$ cat src/rtl/run_control_pkg.sv
// Shared definitions for the run-control slice: FSM state encodings,
// press priorities, default timing parameters and the HLT opcode that
// decode also uses. Optional feature macro: BREAKPOINT_EN (see top).
package run_control_pkg;

  typedef enum logic [1:0] {
    ST_OFF  = 2'd0,
    ST_RUN  = 2'd1,
    ST_HALT = 2'd2,
    ST_STEP = 2'd3
  } run_state_e;

  // Numeric order follows arbitration priority (higher wins).
  typedef enum logic [2:0] {
    PR_NONE    = 3'd0,
    PR_RUN     = 3'd1,
    PR_STEP    = 3'd2,
    PR_STOP    = 3'd3,
    PR_RESTART = 3'd4
  } press_e;

  localparam int unsigned DEFAULT_DEBOUNCE_CYCLES = 4;
  localparam int unsigned DEFAULT_STEP_CYCLES     = 1;
  localparam logic [7:0]  HLT_OPCODE              = 8'h76;

  // Only the highest-priority press of a cycle survives.
  function automatic press_e pick_press(input logic restart, input logic stop,
                                        input logic step, input logic run);
    press_e sel;
    if (restart)   sel = PR_RESTART;
    else if (stop) sel = PR_STOP;
    else if (step) sel = PR_STEP;
    else if (run)  sel = PR_RUN;
    else           sel = PR_NONE;
    return sel;
  endfunction

endpackage

$ cat src/rtl/button_debouncer.sv
// Conditions one raw asynchronous button: 2-flop synchronizer, stability
// counter, and a registered one-cycle press on the debounced rising edge.
module button_debouncer
  import run_control_pkg::*;
#(
  parameter int unsigned DEBOUNCE_CYCLES = DEFAULT_DEBOUNCE_CYCLES
) (
  input  logic clk,
  input  logic rst_n,
  input  logic raw,
  output logic press
);

  localparam int unsigned CW = $clog2(DEBOUNCE_CYCLES + 1);
  localparam logic [CW-1:0] LAST = CW'(DEBOUNCE_CYCLES - 1);

  logic          meta;
  logic          synced;
  logic          level;
  logic          level_d;
  logic [CW-1:0] cnt;

  // Synchronize, accept a new level after DEBOUNCE_CYCLES disagreeing samples, detect rise.
  always_ff @(posedge clk or negedge rst_n) begin
    if (!rst_n) begin
      meta    <= 1'b0;
      synced  <= 1'b0;
      level   <= 1'b0;
      level_d <= 1'b0;
      cnt     <= '0;
      press   <= 1'b0;
    end else begin
      meta    <= raw;
      synced  <= meta;
      if (synced != level) begin
        if (cnt == LAST) begin
          level <= synced;
          cnt   <= '0;
        end else begin
          cnt <= cnt + 1'b1;
        end
      end else begin
        cnt <= '0;
      end
      level_d <= level;
      press   <= level & ~level_d;
    end
  end

endmodule

$ cat src/rtl/run_control_unit.sv
// Run/stop/step/restart sequencing for the 8-bit core, feeding the
// two-phase clock controller. Define BREAKPOINT_EN to add the PC
// breakpoint ports and halt logic.
module run_control_unit
  import run_control_pkg::*;
#(
  parameter int unsigned DEBOUNCE_CYCLES = DEFAULT_DEBOUNCE_CYCLES,
  parameter int unsigned STEP_CYCLES     = DEFAULT_STEP_CYCLES
) (
  input  logic       internal_clock,
  input  logic       reset,
  input  logic       btn_run,
  input  logic       btn_stop,
  input  logic       btn_step,
  input  logic       btn_restart,
  input  logic       hlt_decoded,
  output logic       controller_enable,
  output logic       halted,
  output logic       resume,
  output logic       restart,
  output logic [1:0] run_state
`ifdef BREAKPOINT_EN
  ,
  input  logic       bp_enable,
  input  logic [7:0] bp_addr,
  input  logic [7:0] pc
`endif
);

  localparam int unsigned SW = $clog2(STEP_CYCLES + 1);
  localparam logic [SW-1:0] STEP_LOAD = SW'(STEP_CYCLES);

  logic          press_run;
  logic          press_stop;
  logic          press_step;
  logic          press_restart;
  press_e        sel;
  run_state_e    state;
  run_state_e    state_next;
  logic [SW-1:0] step_cnt;
  logic [SW-1:0] step_cnt_next;
  logic          bp_hit;
  logic          halt_evt;
  logic          ce_next;
  logic          halted_next;
  logic          resume_next;
  logic          restart_next;

  button_debouncer #(.DEBOUNCE_CYCLES(DEBOUNCE_CYCLES)) u_run (
    .clk(internal_clock), .rst_n(reset), .raw(btn_run), .press(press_run)
  );
  button_debouncer #(.DEBOUNCE_CYCLES(DEBOUNCE_CYCLES)) u_stop (
    .clk(internal_clock), .rst_n(reset), .raw(btn_stop), .press(press_stop)
  );
  button_debouncer #(.DEBOUNCE_CYCLES(DEBOUNCE_CYCLES)) u_step (
    .clk(internal_clock), .rst_n(reset), .raw(btn_step), .press(press_step)
  );
  button_debouncer #(.DEBOUNCE_CYCLES(DEBOUNCE_CYCLES)) u_restart (
    .clk(internal_clock), .rst_n(reset), .raw(btn_restart), .press(press_restart)
  );

  assign sel = pick_press(press_restart, press_stop, press_step, press_run);

`ifdef BREAKPOINT_EN
  logic bp_mask;

  // Mask the breakpoint for the first cycle after a run press enters RUN,
  // so the core can step off the breakpoint address.
  always_ff @(posedge internal_clock or negedge reset) begin
    if (!reset) bp_mask <= 1'b0;
    else        bp_mask <= (state_next == ST_RUN) && (state != ST_RUN) && (sel == PR_RUN);
  end

  assign bp_hit = bp_enable && (pc == bp_addr) && !bp_mask;
`else
  assign bp_hit = 1'b0;
`endif

  assign halt_evt  = hlt_decoded | bp_hit;
  assign run_state = state;

  // State, step counter and registered outputs.
  always_ff @(posedge internal_clock or negedge reset) begin
    if (!reset) begin
      state             <= ST_OFF;
      step_cnt          <= '0;
      controller_enable <= 1'b0;
      halted            <= 1'b0;
      resume            <= 1'b0;
      restart           <= 1'b0;
    end else begin
      state             <= state_next;
      step_cnt          <= step_cnt_next;
      controller_enable <= ce_next;
      halted            <= halted_next;
      resume            <= resume_next;
      restart           <= restart_next;
    end
  end

  // Next-state and step-counter logic.
  always_comb begin
    state_next    = state;
    step_cnt_next = step_cnt;
    case (state)
      ST_OFF: begin
        if (sel == PR_RESTART || sel == PR_RUN) state_next = ST_RUN;
      end
      ST_RUN: begin
        if (sel == PR_RESTART)                    state_next = ST_RUN;
        else if (sel == PR_STOP || halt_evt)      state_next = ST_HALT;
      end
      ST_HALT: begin
        if (sel == PR_RESTART || sel == PR_RUN) begin
          state_next = ST_RUN;
        end else if (sel == PR_STEP) begin
          state_next    = ST_STEP;
          step_cnt_next = STEP_LOAD;
        end
      end
      ST_STEP: begin
        // The step expires on the edge where the counter reaches 0.
        step_cnt_next = step_cnt - 1'b1;
        if (sel == PR_RESTART) begin
          state_next    = ST_RUN;
          step_cnt_next = '0;
        end else if (sel == PR_STOP || halt_evt || step_cnt <= SW'(1)) begin
          state_next    = ST_HALT;
          step_cnt_next = '0;
        end else if (sel == PR_RUN) begin
          state_next    = ST_RUN;
          step_cnt_next = '0;
        end
      end
      default: begin
        state_next    = ST_OFF;
        step_cnt_next = '0;
      end
    endcase
  end

  // Output values for the coming cycle, derived from the transition taken.
  always_comb begin
    ce_next      = (state_next != ST_OFF);
    halted_next  = (state_next == ST_HALT);
    restart_next = (state_next == ST_RUN) &&
                   ((sel == PR_RESTART) || (state == ST_OFF && sel == PR_RUN));
    resume_next  = (state == ST_HALT) && (sel == PR_RUN || sel == PR_STEP);
  end

endmodule

$ cat config.mk
export PLATFORM = sky130hd
export DESIGN_NAME = run_control_unit
export DESIGN_NICKNAME = d
export VERILOG_FILES = /design/src/rtl/run_control_pkg.sv /design/src/rtl/button_debouncer.sv /design/src/rtl/run_control_unit.sv
export SDC_FILE = /design/constraint.sdc
export NUM_CORES = 1
export LEC_CHECK = 0
export CAP_MARGIN = 20
export CORE_MARGIN = 8
export CORE_UTILIZATION = 59
export CTS_CLUSTER_DIAMETER = 150
export DETAILED_ROUTE_END_ITERATION = 8
export DONT_BUFFER_PORTS = 1
export GPL_ROUTABILITY_DRIVEN = 0
export PLACE_DENSITY = 0.83
export SLEW_MARGIN = 20
export SYNTH_ARGS = -nofsm -noshare
export SYNTH_HDL_FRONTEND = slang
export SYNTH_SLANG_ARGS = --single-unit
$ cat constraint.sdc
create_clock -name internal_clock -period 1.4 [get_ports internal_clock]
set_clock_uncertainty 0.2 [all_clocks]
set_input_delay 0.21 -clock internal_clock [delete_from_list [all_inputs] [get_ports internal_clock]]
set_output_delay 0.21 -clock internal_clock [all_outputs]
set_load 0.02 [all_outputs]
## Yosys cells after proc, flatten, opt, wreduce, memory -nomap -nowiden

Index checks and enable logic that the tools add are counted.
Widths: inputs -> output; s select.

- Word-level logic and storage cells: 106
- Input bits: 7
- Register bits after elaboration: 39
- Output and inout bits: 6

- Bitwise logic cells: 8
- Multiplexer cells: 27
- Reduce and logical (&&, ||, !) cells: 16
- Equality and inequality tests: 19
- $lt $le $gt $ge: 1
- Add/subtract/negate cells: 5

Operators with widths:

| operator | number |
|---|---|
| $mux 3 | 9 |
| $mux 2 | 10 |
| $eq 3x2->1 const B | 6 |
| $add 3x1->3 const B | 4 |
| $pmux 2 s4 | 1 |
| $reduce_and 2->1 | 4 |
| $eq 2x2->1 const B | 3 |
| $mux 1 | 6 |
| $logic_or 1x1->1 | 5 |
| $and 1x1->1 | 4 |
| $eq 2x1->1 const B | 2 |
| $ne 1x1->1 | 4 |
| $ne 2x2->1 const B | 2 |
| $not 1->1 | 4 |
| $reduce_bool 2->1 | 2 |
| $eq 3x1->1 const B | 1 |
| $eq 3x3->1 const B | 1 |
| $logic_and 1x1->1 | 3 |
| $reduce_and 3->1 | 1 |
| $logic_not 2->1 | 1 |
| $pmux 1 s2 | 1 |
| $le 1x1->1 const B | 1 |
| $sub 1x1->1 const B | 1 |

## Longest topological paths before layout

Gate-level depths: netlist of run 1.

- Depth after elaboration: 12
- Depth in mapped cells: 3
- Gate-level depth less buffers: 3

## Cells and area by module

Synthesis of run 1 repeated with hierarchy kept, for this count alone.

- Cells, all modules: 85
- Area total of the unflattened synthesis: 1355.0 µm²

By module, submodules not included:

| module | cells an instance | sequential area each (µm²) | times used | area each (µm²) |
|---|---|---|---|---|
| button_debouncer | 16 | 200.2 | 4 | 277.8 |
| run_control_unit | 21 | 150.1 | 1 | 244.0 |

## Worst setup path after synthesis of run 1

OpenSTA, ideal clock, no wires.

- Path type: register -> register
- Start: register state[0] (netlist: run_state[0])
- End: register state[0] (netlist: run_state[0])
- Period minus slack after synthesis: 1356 ps
- Setup slack: 44 ps
- Data required time: 1082 ps
- Data arrival time: 1038 ps
- Setup time: 118 ps
- Stages on the path, launching flop included: 4
- Path buffers: 0
- Cells stage by stage: dfrtp_1 o21ai_1 a22o_1 a21o_1

- Longest elaborated chain between the ends: 4
- Elaborated cells on any way between the ends: 13
- Those cells by class: 3 x eq/ne; 9 x mux; 1 x reduce/logical

Ends and longest elaborated chain:

| element | RTL line | text |
|---|---|---|
| start: declaration | run_control_unit.sv:38 | `run_state_e state;` |
| start signal: assignment | run_control_unit.sv:92 | `state <= state_next;` |
| $mux 2 | run_control_unit.sv:130 | `end else if (sel == PR_RUN) begin` |
| $mux 2 | run_control_unit.sv:127 | `end else if (sel == PR_STOP \|\| halt_evt \|\| step_cnt <= SW'(1)) begin` |
| $mux 2 | run_control_unit.sv:124 | `if (sel == PR_RESTART) begin` |
| $pmux 2 s4 (*) | run_control_unit.sv:105 | `case (state)` |
| named net state_next[0] | run_control_unit.sv:39 | `run_state_e state_next;` |

The timed path passes the listed nets; every way through them passes the cells marked *.
A chain may end at the register's enable or synchronous reset.

## Worst setup path after layout of run 1

- Start: register u_step.cnt[0]
- End: register u_step.level

- Longest elaborated chain between the ends: 2

Ends and longest elaborated chain:

| element | RTL line | text |
|---|---|---|
| start: declaration | button_debouncer.sv:21 | `logic [CW-1:0] cnt;` |
| start signal: assignment | button_debouncer.sv:40 | `cnt <= cnt + 1'b1;` |
| $eq 3x2->1 | button_debouncer.sv:36 | `if (cnt == LAST) begin` |
| $reduce_and 2->1 (no line) | -- |  |
| end signal: assignment | button_debouncer.sv:37 | `level <= synced;` |
| end: declaration | button_debouncer.sv:19 | `logic level;` |

Every way passes these cells.

==> results of run 1 <==
-- sequential cells by signal (all words and copies together) (netlist names), 2 cells and up --
| signal | cells |
|---|---|
| u_stop.cnt | 3 |
| u_run.cnt | 3 |
| u_step.cnt | 3 |
| u_restart.cnt | 3 |
| run_state | 2 |
-- cells in the final DEF (no fill, tap or decap), drive strengths merged, types with 2 or more instances in the layout --
| cell type | count |
|---|---|
| and3b | 3 |
| buf | 11 |
| clkbuf | 8 |
| dfrtp | 38 |
| dlygate4sd3 | 6 |
| ha | 4 |
| inv | 2 |
| mux2 | 4 |
| nand2b | 3 |
| nor2 | 2 |
| nor2b | 6 |
| nor3b | 7 |
| o21ai | 2 |
| xnor2 | 4 |
-- cells by family after synthesis --
kind of cell               after synthesis  synth area share
AOI/OAI and AO/OA                        6            0.0330
DFF                                     38             0.716
xor gates and xnor gates                 4            0.0264
buffers and inverters                    2           0.00566
muxes                                    4            0.0339
adders and majority gates                4            0.0377
and+or+nand+nor                         28             0.147
-- Yosys cell counts --
| master | count |
|---|---|
| or2_1 | 1 |
| a21o_1 | 1 |
| inv_1 | 2 |
| nor3b_1 | 7 |
| a22o_1 | 1 |
| nor2b_1 | 6 |
| ha_1 | 4 |
| a21oi_1 | 1 |
| o21ai_1 | 2 |
| nor4b_2 | 1 |
| xnor2_1 | 4 |
| and3b_1 | 3 |
| nand2b_1 | 3 |
| mux2_2 | 4 |
| or3b_4 | 1 |
| o31ai_2 | 1 |
| nand3_1 | 1 |
| nor2_1 | 2 |
| and2_1 | 1 |
| nand2_1 | 1 |
| dfrtp_1 | 38 |
| nor3_1 | 1 |
-- cell type report --
cell class                 instances  area [µm²]  area share
tap                               28        35.0      0.0217
inverter                           2        7.51     0.00464
timing repair buffer              17         159      0.0982
sequential                        38         952       0.589
clock buffer                       8        78.8      0.0487
multi-input combinational         46         385       0.238
-- metal layers --
layer / track usage / up-vias
li1: - / 342
met1: 0.101 / 380
met2: 0.179 / 18
met3: 0.0654 / 7
met4: 0.0501 / 0
met5: 0 / -
-- timing repair --
item,4_1_cts,5_1_grt
hold endpoints to repair,43,0
hold buffers,7,0
pin swaps,0,1
endpoints found under the setup margin,1,7
resized for setup,1,6
buffers inserted,0,7
-- through the flow --
stage | std cells | setup TNS (ns) | instance area [µm²] | utilization | power, mW
final | 139 | 0 | 1620 | 0.746 | 3.34
after global routing | 139 | -0.0328 | 1620 | 0.746 | 3.57
after CTS | 132 | 0 | 1550 | 0.713 | 3.23
after detailed placement | 117 | 0 | 1390 | 0.638 | 2.52
after global placement | 117 | 0 | 1390 | 0.638 | 2.43
after floorplan | 86 | 0 | 1330 | - | 2.27
-- how the worst max path moves through the flow --
stage                       start      endpoint  depth (start not counted)
floorplan            run_state[0]  run_state[0]                          3
global placement    u_step.cnt[0]  u_step.level                          3
detailed placement  u_step.cnt[0]  u_step.level                          3
CTS                  run_state[1]  run_state[1]                          1
global route        u_step.cnt[0]  u_step.level                          3
finish              u_step.cnt[0]  u_step.level                          3
-- power by group --
part           switching, mW  internal [mW]
Sequential             0.287           1.45
Combinational          0.404          0.537
Clock                  0.318          0.343
Total                   1.01           2.33
==> results.md, run 1 <==
* Vias in the first global route at 797
* Drt first pass iters at 3
* Critical Path, Cell by Cell: ha_1, nor2b_4, mux2_2
* Final worst slack at 0.0301 ns
* Met2 WL at 1060 µm
* Die width at 63.4 µm
* Critical Path RT at 1.41 ns
* Peak Freq at 730 MHz
* Port Buffers at 0
* Final min period at 1.37 ns
* First-pass GRT wire length at 3360 µm
* Site Rows at 17
* Post-DR wirelength/cell at 14.2 µm
* CP Class: reg -> reg
* Pwr dens at 2060 mW/mm²
* Clock root buffer: clkbuf_4
* Final wirelength at 1970 µm
* Via/cell ratio at 5.37
* Largest stage delay, worst path at 0.37 ns
* Final-report max-slew violation count at 0
* Clk_lat worst skew at 0.32 ns
* Post-route met1 wirelength at 769 µm
* Cts bufs inserted at 5
* Reg2reg end: u_step.level
* Peak supply drop at 1.48 mV
* Starting Density at 0.612
* Crit end category: flop
* CTS clk-pin slew, worst paths at 0.11 ns
* Cells after Synth at 86
* P&R area growth vs syn at 21.9%
* Worst R2R Start: u_step.cnt[0]
* Arrival @ worst endpoint at 1.38 ns
* Slowest-stage cell, CP: dfrtp_1
* Final Hold Fails at 0
* DRC viols at 0
* CTS tree: built
* Initial antenna violation count at 0
* Mapped Area at 0.00133 mm²
* Final setup viols at 0
* FILL cells at 145
* Vias at 747
* Pin count of the biggest net entering global routing at 39
* Global route overflow at 0
* CP Launch Type: flop
* Max FO, Critical Path at 2
* Worst slew pin tran at 0.263 ns
* Share of cells above drive strength 1 at 0.279
* WHS at 0.148 ns
* Critical path buffers and inverters at 0
* Max-cap violations at 0
* Met3 routed WL at 92 µm
* Tcrit/Tclk final at 0.979
* Synth warn at 0
* Top Ports at 13
* Avg Synthesized Cell Area at 15.4 µm²
* FF-to-FF setup slack at 0.03 ns
* Die ar. at 0.00402 mm²
* Die height at 63.4 µm
* Post-synthesis sequential area ratio at 0.716
* Outcome: finished, final reports clean
* Cell taking the most area after synthesis: dfrtp_1
* Hold WC Path Type: in -> async
* Max-slew headroom at 0.824
* # H-tree levels at 2
* Worst R2R Path Depth at 3
* Top cell type's share of synthesized area at 0.716
* Global Route Usage Sum at 0.107
* Top delay family on crit path: flip-flops
* DR top layer: met4
* Register bit total from synthesis at 38
* Hpwl dp at 1230 µm
* Static Leak at 0.756 nW
* DR iter-0 viols at 22
* Clock sinks at 38
* # diodes at 0
* Net Count, Synth at 97
* Antenna-violating nets left at 0
* Placeable Area at 0.00217 mm²
* Largest cells by area after synthesis: dfrtp_1 72%, nor3b_1 4.0%, ha_1 3.8%, mux2_2 3.4%, nor2b_1 2.8%
* Clock Tree Buf Depth at 2
* Netlist cell types at 22
* Post-place setup slack at 0.00372 ns
* Final net count at 121
Power figures use the tool's default switching activity.
==> run 2, diff against run 1 <==
Settings changed: ABC_CLOCK_PERIOD_IN_PS set to 1400, SKIP_CTS_REPAIR_TIMING set to 1.
==> run 2 against run 1 <==
Net effect: wire length down 0.41%; maximum frequency is 1.1% lower; worst hold slack got worse by 0.019 ns; design area shrank 0.15%; core utilization fell by 0.12 points; largest power group unchanged.
==> results.md, run 2 (synthesis gave the netlist of run 1 again) <==
* First-pass GRT wire length at 3220 µm (-4.3%)
* Final-report max-slew violation count at 0 (unchanged)
* Clock sinks at 38 (unchanged)
* Final setup viols at 0 (unchanged)
* Via/cell ratio at 5.24 (-2.5%)
* Clock root buffer: clkbuf_4
* Clock Tree Buf Depth at 2 (unchanged)
* Global Route Usage Sum at 0.103 (-0.00408)
* Max FO, Critical Path at 4 (+2)
* Tcrit/Tclk final at 0.989 (+0.0105)
* Non-filler instance count after layout at 138 (-0.72%)
* Slowest-stage cell, CP: or3b_4
* Max-slew headroom at 0.821 (-0.00256)
* Starting Density at 0.612 (unchanged)
* Vias at 723 (-3.2%)
* Global route overflow at 0 (unchanged)
* Worst slew pin tran at 0.267 ns (+0.00381 ns)
* Commonest non-fill, non-tap cell in the layout: dfrtp_1
* P&R area growth vs syn at 21.7%
* Final net count at 120 (-0.83%)
* # diodes at 0 (unchanged)
* Max-cap violations at 0 (unchanged)
* Final Hold Fails at 0 (unchanged)
* Hpwl dp at 1230 µm (unchanged)
* Arrival @ worst endpoint at 1.39 ns (about the same)
* Final core utilization at 0.745 (-0.00115)
* Drt first pass iters at 4 (+1)
* Final min period at 1.38 ns (+0.0147 ns)
* Pin count of the biggest net entering global routing at 39 (unchanged)
* Static Leak at 0.751 nW (-0.64%)
* Port Buffers at 0 (unchanged)
* DR iter-0 viols at 16 (-27%)
* Die ar. at 0.00402 mm² (unchanged)
* Dpl cells at 117 (unchanged)
* Critical Path, Cell by Cell: or3b_4, o21ai_2, a21oi_1
* DRC viols at 0 (unchanged)
* Most frequent cells in the layout: 36 x dfrtp_1, 7 x nor3b_1, 7 x buf_4, 6 x dlygate4sd3_1
* Outcome: finished, final reports clean
* Top Ports at 13 (unchanged)
* Vias in the first global route at 767 (-3.8%)
* Critical Path RT at 1.41 ns (about the same)
* CTS clk-pin slew, worst paths at 0.11 ns (about the same)
* Clk_lat worst skew at 0.32 ns (about the same)
* Largest stage delay, worst path at 0.43 ns (+0.06 ns)
* Initial antenna violation count at 0 (unchanged)
* CP Launch Type: flop
* Crit end category: flop
* CP Class: reg -> reg
* Cts bufs inserted at 5 (unchanged)
* WHS at 0.130 ns (-0.0185 ns)
* # H-tree levels at 2 (unchanged)
* Peak supply drop at 1.47 mV (-0.92%)
* Antenna-violating nets left at 0 (unchanged)
* Post-DR wirelength/cell at 14.2 µm (+0.31%)
* Share of cells above drive strength 1 at 0.282 (+0.00254)
* Pwr dens at 2070 mW/mm² (+0.26%)
* CTS tree: built
* Peak Freq at 722 MHz (-1.1%)
* Final wirelength at 1960 µm (-0.41%)
* Placeable Area at 0.00217 mm² (unchanged)
* Die width at 63.4 µm (unchanged)
* Site Rows at 17 (unchanged)
* Hold WC Path Type: in -> async
* Die height at 63.4 µm (unchanged)
run 2: changes by cell type in the layout (fill, tap and decap cells not counted), sizes merged:
cell and change:
buf -1
run 2: layout make-up:
type | count | area (µm²)
repair buffers | 16 | 155
fillers | 150 | 554
multi-input cells | 46 | 385
inverters | 2 | 7.51
clock buffers | 8 | 78.8
well taps | 28 | 35.0
flip-flops and latches | 38 | 953
run 2: metrics by stage:
stage                     power [mW]  setup WS [ns]  area (µm²)  setup TNS [ns]
after floorplan                 2.27         0.0437        1330               0
after global placement          2.43         0.0534        1390               0
after detailed placement        2.52        0.00372        1390               0
after CTS                       3.19        -0.0187        1460         -0.0187
after global routing            3.58        -0.0447        1620         -0.0536
final                           3.34         0.0154        1620               0
run 2: final timing paths:
path / start / endpoint / slack [ns] / cells past startpoint
max: u_stop.press / run_state[1] / 0.02 / 3
max reg2reg: u_stop.press / run_state[1] / 0.02 / 3
min in group internal_clock: u_step.meta / u_step.synced / 0.16 / 0
max in group asynchronous: reset / run_state[0] / 0.68 / 2
min reg2reg: u_step.meta / u_step.synced / 0.16 / 0
min: reset / halted / 0.13 / 2
run 2: worst max-delay path: cells and delay by family (launching register included):
family / cells / cell delay [ns]
AO/OA/AOI/OAI: 2 / 0.23
flip-flops: 1 / 0.41
AND/OR/NAND/NOR: 1 / 0.43
run 2: where the power goes:
group | internal (mW) | switching (mW) | total (mW)
logic | 0.531 | 0.394 | 0.925
clock network | 0.343 | 0.320 | 0.663
registers | 1.45 | 0.300 | 1.75
total | 2.33 | 1.01 | 3.34
run 2: layer usage:
| layer | part of all wire | global-route usage | up-vias |
|---|---|---|---|
| met2 | 0.52 | 0.162 | 20 |
| met4 | 0.012 | 0.0474 | 0 |
| met1 | 0.42 | 0.105 | 360 |
| met3 | 0.047 | 0.0636 | 4 |
| li1 | - | - | 339 |
| met5 | 0 | 0 | - |
